**src/rtl/gc_pkg.sv**
```systemverilog
// Shared constants for the GameCube poll transmitter: command word, bit-cell
// phase lengths, APB register offsets and the FSM state encoding.
package gc_pkg;

    localparam logic [23:0] POLL_CMD = 24'h400302;

    localparam int LOW0_US = 3;
    localparam int LOW1_US = 1;
    localparam int CELL_US = 4;
    localparam int STOP_US = 1;

    localparam logic [3:0]  ADDR_CTRL   = 4'h0;
    localparam logic [3:0]  ADDR_PERIOD = 4'h4;
    localparam logic [3:0]  ADDR_STATUS = 4'h8;

    localparam logic [15:0] PERIOD_RST  = 16'd16667;

    typedef enum logic [1:0] {
        ST_IDLE,
        ST_SEND,
        ST_STOP,
        ST_LISTEN
    } gc_state_e;

endpackage

```
**src/rtl/gc_bit_tx.sv**
```systemverilog
// One bit cell (or the stop bit) on the open-drain line; line_low is registered
// and done pulses in the last cycle of the cell so the next cell can start seamlessly.
module gc_bit_tx
    import gc_pkg::*;
#(
    parameter int CLK_PER_US = 100
) (
    input  logic PCLK,
    input  logic PRESERN,
    input  logic start,
    input  logic bit_val,
    input  logic is_stop,
    output logic line_low,
    output logic done
);

    localparam logic [15:0] CELL_LAST = 16'(CELL_US * CLK_PER_US - 1);
    localparam logic [15:0] STOP_LAST = 16'(STOP_US * CLK_PER_US - 1);
    localparam logic [15:0] REL0      = 16'((CELL_US - LOW0_US) * CLK_PER_US);
    localparam logic [15:0] REL1      = 16'((CELL_US - LOW1_US) * CLK_PER_US);

    logic [15:0] cnt;
    logic [15:0] rel;
    logic        active;

    assign done = active && (cnt == 16'd0);

    // cnt counts remaining cycles; the line stays low while more than rel remain
    always_ff @(posedge PCLK) begin
        if (!PRESERN) begin
            cnt      <= '0;
            rel      <= '0;
            active   <= 1'b0;
            line_low <= 1'b0;
        end else if (start) begin
            active   <= 1'b1;
            line_low <= 1'b1;
            cnt      <= is_stop ? STOP_LAST : CELL_LAST;
            rel      <= is_stop ? 16'd0 : (bit_val ? REL1 : REL0);
        end else if (active) begin
            line_low <= (cnt > rel);
            if (cnt == 16'd0) begin
                active <= 1'b0;
            end else begin
                cnt <= cnt - 16'd1;
            end
        end else begin
            line_low <= 1'b0;
        end
    end

endmodule

```
**src/rtl/gc_poll_tx.sv**
```systemverilog
// GameCube poll transmitter: APB3 registers, poll period timer and the frame FSM.
// States: IDLE wait for trigger/period | SEND 24 cells | STOP 1 us low | LISTEN ready window
module gc_poll_tx
    import gc_pkg::*;
#(
    parameter int CLK_PER_US = 100,
    parameter int LISTEN_US  = 300
) (
    input  logic        PCLK,
    input  logic        PRESERN,
    input  logic        PSEL,
    input  logic        PENABLE,
    input  logic        PWRITE,
    input  logic [31:0] PADDR,
    input  logic [31:0] PWDATA,
    output logic [31:0] PRDATA,
    output logic        PREADY,
    output logic        PSLVERR,
    output logic        data_oe,
    output logic        ready,
    output logic        busy
);

    localparam logic [15:0] LISTEN_LAST = 16'(LISTEN_US * CLK_PER_US - 1);
    localparam logic [15:0] US_LAST     = 16'(CLK_PER_US - 1);
    // Reload one short so the cycle of the start decision counts as elapsed time
    localparam logic [15:0] US_RELOAD   = 16'(CLK_PER_US - 2);

    gc_state_e   state, state_nx;
    logic        enable, rumble, trig_pend;
    logic [15:0] period;
    logic [7:0]  poll_count;
    logic [23:0] shift_q;
    logic [4:0]  bit_cnt;
    logic [15:0] listen_cnt;
    logic [15:0] us_div;
    logic [15:0] elapsed;
    logic [23:0] cmd_now;
    logic        wr, wr_ctrl, wr_period, expired;
    logic        frame_start, bit_start, bit_val, bit_stop, bit_done;
    logic        unused_bits;

    assign PREADY      = 1'b1;
    assign PSLVERR     = 1'b0;
    assign unused_bits = ^{PADDR[31:4], PADDR[1:0], PWDATA[31:16]};

    assign wr        = PSEL && PENABLE && PWRITE;
    assign wr_ctrl   = wr && (PADDR[3:2] == ADDR_CTRL[3:2]);
    assign wr_period = wr && (PADDR[3:2] == ADDR_PERIOD[3:2]);
    assign expired   = (elapsed >= period);
    assign cmd_now   = POLL_CMD | {23'd0, rumble};

    always_comb begin
        PRDATA = '0;
        case (PADDR[3:2])
            ADDR_CTRL[3:2]:   PRDATA[1:0]  = {rumble, enable};
            ADDR_PERIOD[3:2]: PRDATA[15:0] = period;
            ADDR_STATUS[3:2]: PRDATA[15:0] = {poll_count, 6'd0, ready, busy};
            default:          PRDATA       = '0;
        endcase
    end

    always_comb begin
        state_nx    = state;
        frame_start = 1'b0;
        bit_start   = 1'b0;
        bit_val     = 1'b0;
        bit_stop    = 1'b0;
        case (state)
            ST_IDLE: begin
                if (trig_pend || (enable && expired)) begin
                    frame_start = 1'b1;
                    bit_start   = 1'b1;
                    bit_val     = cmd_now[23];
                    state_nx    = ST_SEND;
                end
            end
            ST_SEND: begin
                if (bit_done) begin
                    bit_start = 1'b1;
                    if (bit_cnt == 5'd0) begin
                        bit_stop = 1'b1;
                        state_nx = ST_STOP;
                    end else begin
                        bit_val = shift_q[23];
                    end
                end
            end
            ST_STOP: begin
                if (bit_done) begin
                    state_nx = ST_LISTEN;
                end
            end
            ST_LISTEN: begin
                if (listen_cnt == 16'd0) begin
                    state_nx = ST_IDLE;
                end
            end
            default: state_nx = ST_IDLE;
        endcase
    end

    always_ff @(posedge PCLK) begin
        if (!PRESERN) begin
            state      <= ST_IDLE;
            enable     <= 1'b0;
            rumble     <= 1'b0;
            trig_pend  <= 1'b0;
            period     <= PERIOD_RST;
            poll_count <= '0;
            shift_q    <= '0;
            bit_cnt    <= '0;
            listen_cnt <= '0;
            us_div     <= '0;
            elapsed    <= '0;
            ready      <= 1'b0;
            busy       <= 1'b0;
        end else begin
            state <= state_nx;
            ready <= (state_nx == ST_LISTEN);
            busy  <= (state_nx != ST_IDLE);

            if (wr_ctrl) begin
                enable <= PWDATA[0];
                rumble <= PWDATA[1];
            end
            if (wr_period) begin
                period <= PWDATA[15:0];
            end
            // A trigger written in the same cycle a frame starts stays pending
            if (wr_ctrl && PWDATA[2]) begin
                trig_pend <= 1'b1;
            end else if (frame_start) begin
                trig_pend <= 1'b0;
            end

            if (frame_start) begin
                us_div  <= US_RELOAD;
                elapsed <= '0;
            end else if (us_div == 16'd0) begin
                us_div <= US_LAST;
                if (elapsed != 16'hFFFF) begin
                    elapsed <= elapsed + 16'd1;
                end
            end else begin
                us_div <= us_div - 16'd1;
            end

            if (frame_start) begin
                shift_q <= {cmd_now[22:0], 1'b0};
                bit_cnt <= 5'd23;
            end else if ((state == ST_SEND) && bit_done && (bit_cnt != 5'd0)) begin
                shift_q <= {shift_q[22:0], 1'b0};
                bit_cnt <= bit_cnt - 5'd1;
            end

            if ((state == ST_STOP) && bit_done) begin
                listen_cnt <= LISTEN_LAST;
            end else if ((state == ST_LISTEN) && (listen_cnt != 16'd0)) begin
                listen_cnt <= listen_cnt - 16'd1;
            end

            if ((state == ST_LISTEN) && (listen_cnt == 16'd0)) begin
                poll_count <= poll_count + 8'd1;
            end
        end
    end

    gc_bit_tx #(
        .CLK_PER_US(CLK_PER_US)
    ) u_bit_tx (
        .PCLK     (PCLK),
        .PRESERN  (PRESERN),
        .start    (bit_start),
        .bit_val  (bit_val),
        .is_stop  (bit_stop),
        .line_low (data_oe),
        .done     (bit_done)
    );

endmodule

```
**config.mk**
```make
export PLATFORM = sky130hd
export DESIGN_NAME = gc_poll_tx
export DESIGN_NICKNAME = d
export VERILOG_FILES = /design/src/rtl/gc_pkg.sv /design/src/rtl/gc_bit_tx.sv /design/src/rtl/gc_poll_tx.sv
export SDC_FILE = /design/constraint.sdc
export NUM_CORES = 1
export LEC_CHECK = 0
export ABC_AREA = 1
export CAP_MARGIN = 10
export CORE_AREA = 2 2 123 125
export CTS_CLUSTER_SIZE = 25
export DETAILED_ROUTE_END_ITERATION = 7
export DIE_AREA = 0 0 125 127
export PLACE_DENSITY = 0.75
export SYNTH_ARGS = -nofsm -noshare
export SYNTH_HDL_FRONTEND = slang
export SYNTH_SLANG_ARGS = --single-unit
```
**constraint.sdc**
```tcl
create_clock -name PCLK -period 1.9 [get_ports PCLK]
set_input_delay 0.19 -clock PCLK [delete_from_list [all_inputs] [get_ports PCLK]]
set_output_delay 0.19 -clock PCLK [all_outputs]
set_load 0.02 [all_outputs]
```
==> impl_metrics.env <==
export IMPL_slew_viol_final=0
export IMPL_synth_distinct_cells=47
export IMPL_core_um2=14400
export IMPL_r2r_end="u_bit_tx.cnt[5]"
export IMPL_hold_class="input pin to flop"
export IMPL_drive_gt1_share_pct=27.7
export IMPL_h_tree_depth=4
export IMPL_reg2regPathDepth=15
export IMPL_ios=106
export IMPL_drt_pass1_iterations=7
export IMPL_clk_insertion_delay_late_ps=430
export IMPL_r2r_start="period[13]"
export IMPL_crit_path_end="u_bit_tx.cnt[5]"
export IMPL_portBuffers=41
export IMPL_ctsHoldBuffers=0
export IMPL_grt_max_degree=23
export IMPL_cp_arrival_ps=2420
export IMPL_peakVddDrop_uv=791
export IMPL_path_max_fanout=6
export IMPL_n_antenna_cell=0
export IMPL_leakage_nw=4.36
export IMPL_finalHoldViolCount=0
export IMPL_period_minus_slack_ps=2100
export IMPL_grt_setup_unrepaired="yes"
export IMPL_min_period_over_period_pct=110
export IMPL_ys_warn_count=0
export IMPL_place_hpwl_um=12200
export IMPL_ys_seq_area_share_pct=36.8
export IMPL_setup_ws_ps=-199
export IMPL_grt_pass1_wl_um=29700
export IMPL_ff2ff_setup_slack_ps=-200
export IMPL_clock_path_buffers=2
export IMPL_final_common_cell="nand2_1"
export IMPL_ys_ff_latch=128
export IMPL_drc=0
export IMPL_start_util_pct=48.2
export IMPL_tightest_slew_ps=490
export IMPL_gp_congestion=0.946
export IMPL_grt_pass1_vias=6404
export IMPL_die_h_um=127
export IMPL_dieArea_um2=15900
export IMPL_synth_area_um2=6960
export IMPL_drt_total_wl_um=20100
export IMPL_failed_checks="negative setup slack"
export IMPL_p_total_mw=8.21
export IMPL_fmax_mhz=476
export IMPL_ant_nets=0
export IMPL_path_class="flop to flop"
export IMPL_skew_ps=7.68
export IMPL_power_density_nw_per_um2=850
export IMPL_clk_pin_slew_ps=60
export IMPL_die_width_um=125
export IMPL_cts_tree="built"
export IMPL_register_area_um2=2580
export IMPL_status="complete, but fails checks"
export IMPL_syn_inst=990
export IMPL_dpl_cell_area_um2=8210
export IMPL_overflow=0
export IMPL_syn_to_final_growth_pct=38.9
export IMPL_fill_cells=1089
export IMPL_required_ps=2220
export IMPL_slew_headroom_pct=67.1
export IMPL_startpoint_type="flop"
export IMPL_cts_root_buf="clkbuf_16"
export IMPL_antenna_found_initial=0
export IMPL_synth_area_per_cell_um2=7.03
export IMPL_numCtsBuffers=17
export IMPL_crit_start="period[13]"
export IMPL_grt_use_total_pct=22.6
export IMPL_max_cap_violations=0
export IMPL_final_cell_mix="197 x nand2_1, 112 x dfxtp_1, 110 x buf_4, 109 x inv_1, 106 x nor2_1"
export IMPL_avgViaCountPerCell=5.32
export IMPL_finalSetupViolations=84
export IMPL_design_area_um2=9660
export IMPL_multi_input_area_um2=4210
export IMPL_num_vias=7164
export IMPL_fin_setup_tns_ps=-8590
export IMPL_wl_per_cell_um=14.9
export IMPL_drt_initial_drc_count=702
export IMPL_clock_sinks=128
export IMPL_detailedPlace_worstSlack_ps=-349
export IMPL_row_count=44
export IMPL_cp_end_kind="flop"
export IMPL_layout_nets=1249
[flip-flops by register name (all words and copies together), names as in the netlist, 3 cells and up]
register	count
shift_q	23
elapsed	16
period	16
u_bit_tx.rel	3
bit_cnt	5
listen_cnt	16
us_div	16
poll_count	8
u_bit_tx.cnt	16
[worst min-delay path by stage]
stage / start / to / depth (start not counted)
2_1_floorplan: PWDATA[0] / period[0] / 2
6_report: PWDATA[3] / period[3] / 3
3_5_place_dp: shift_q[6] / shift_q[6] / 2
3_3_place_gp: shift_q[6] / shift_q[7] / 2
5_1_grt: PWDATA[4] / period[4] / 3
4_1_cts: PWDATA[3] / period[3] / 3
[worst max-delay path: stages, from the launching register on]
cell and delay (ps):
dfxtp_2 340, inv_2 50, ha_4 260, nand2_1 80, nor3_2 280, nand2_1 80
nand2_1 90, nand2_1 60, nand2_2 80, nand2_4 90, buf_12 170, buf_8 130
nand3_2 50, nand2_1 50, nor2_1 110, nor2_1 50
[logic make-up (layout without fill, tap and decap cells)]
kind of cell,after synthesis,count (layout),share of synthesized area [%]
flops,128,128,36.8
simple gates,458,458,29.7
buf+inv,177,333,11.3
other cells,2,18,0.108
compound gates,162,162,12.5
xor+xnor,32,32,4.03
fa+ha+maj,31,31,5.58
[per-stage QoR]
stage          util, %  std cells  hold WS [ps]
6_report          67.0       1346           364
2_1_floorplan        -       1006           316
3_5_place_dp      56.9       1292           455
5_1_grt           67.0       1346           386
4_1_cts           64.1       1334           363
3_3_place_gp      56.9       1292           445
[synth_stat cells, drive strengths merged]
library cell	n	area [um2]
o21a	1	7.51
nor3b	6	55.1
clkinv	1	5.00
nor3	32	186
dfxtp	128	2560
a211oi	1	7.51
a41oi	1	8.76
inv	131	492
xor2	24	210
nor4	5	37.5
or2	2	12.5
a22oi	1	7.51
nand3b	4	30.0
conb	2	7.51
nand3	45	245
a21oi	92	483
nand2	212	823
a31oi	7	43.8
o21ai	56	284
o211ai	3	27.5
clkbuf	10	37.5
xnor2	8	70.1
buf	35	250
nand4	23	150
and3	2	12.5
nor2	126	495
nor4b	1	15.0
ha	31	388
[routing by layer]
metal	global-route usage, %	wire length (um)
met3	5.36	1260
met5	0	0
met1	29.2	8680
met4	7.52	566
met2	37.5	9590
[repair_timing]
item	CTS	global route
resized for setup	114	103
gates cloned	1	3
endpoints found under the setup margin	102	115
setup buffers	10	9
pin swaps	26	13
[area by class of cell]
class | instances | area share, %
clock buffers | 23 | 4.95
clock inverters | 9 | 1.85
inverters | 132 | 5.24
multi-input cells | 701 | 43.6
flip-flops and latches | 128 | 26.7
well taps | 184 | 2.38
repair buffers | 169 | 15.2
[report_power, final]
part,internal (mW),switching [mW],total (mW)
combinational,0.679,0.933,1.61
sequential,2.83,0.103,2.94
clock,2.43,1.23,3.66
(Power assumes the default switching activity.)
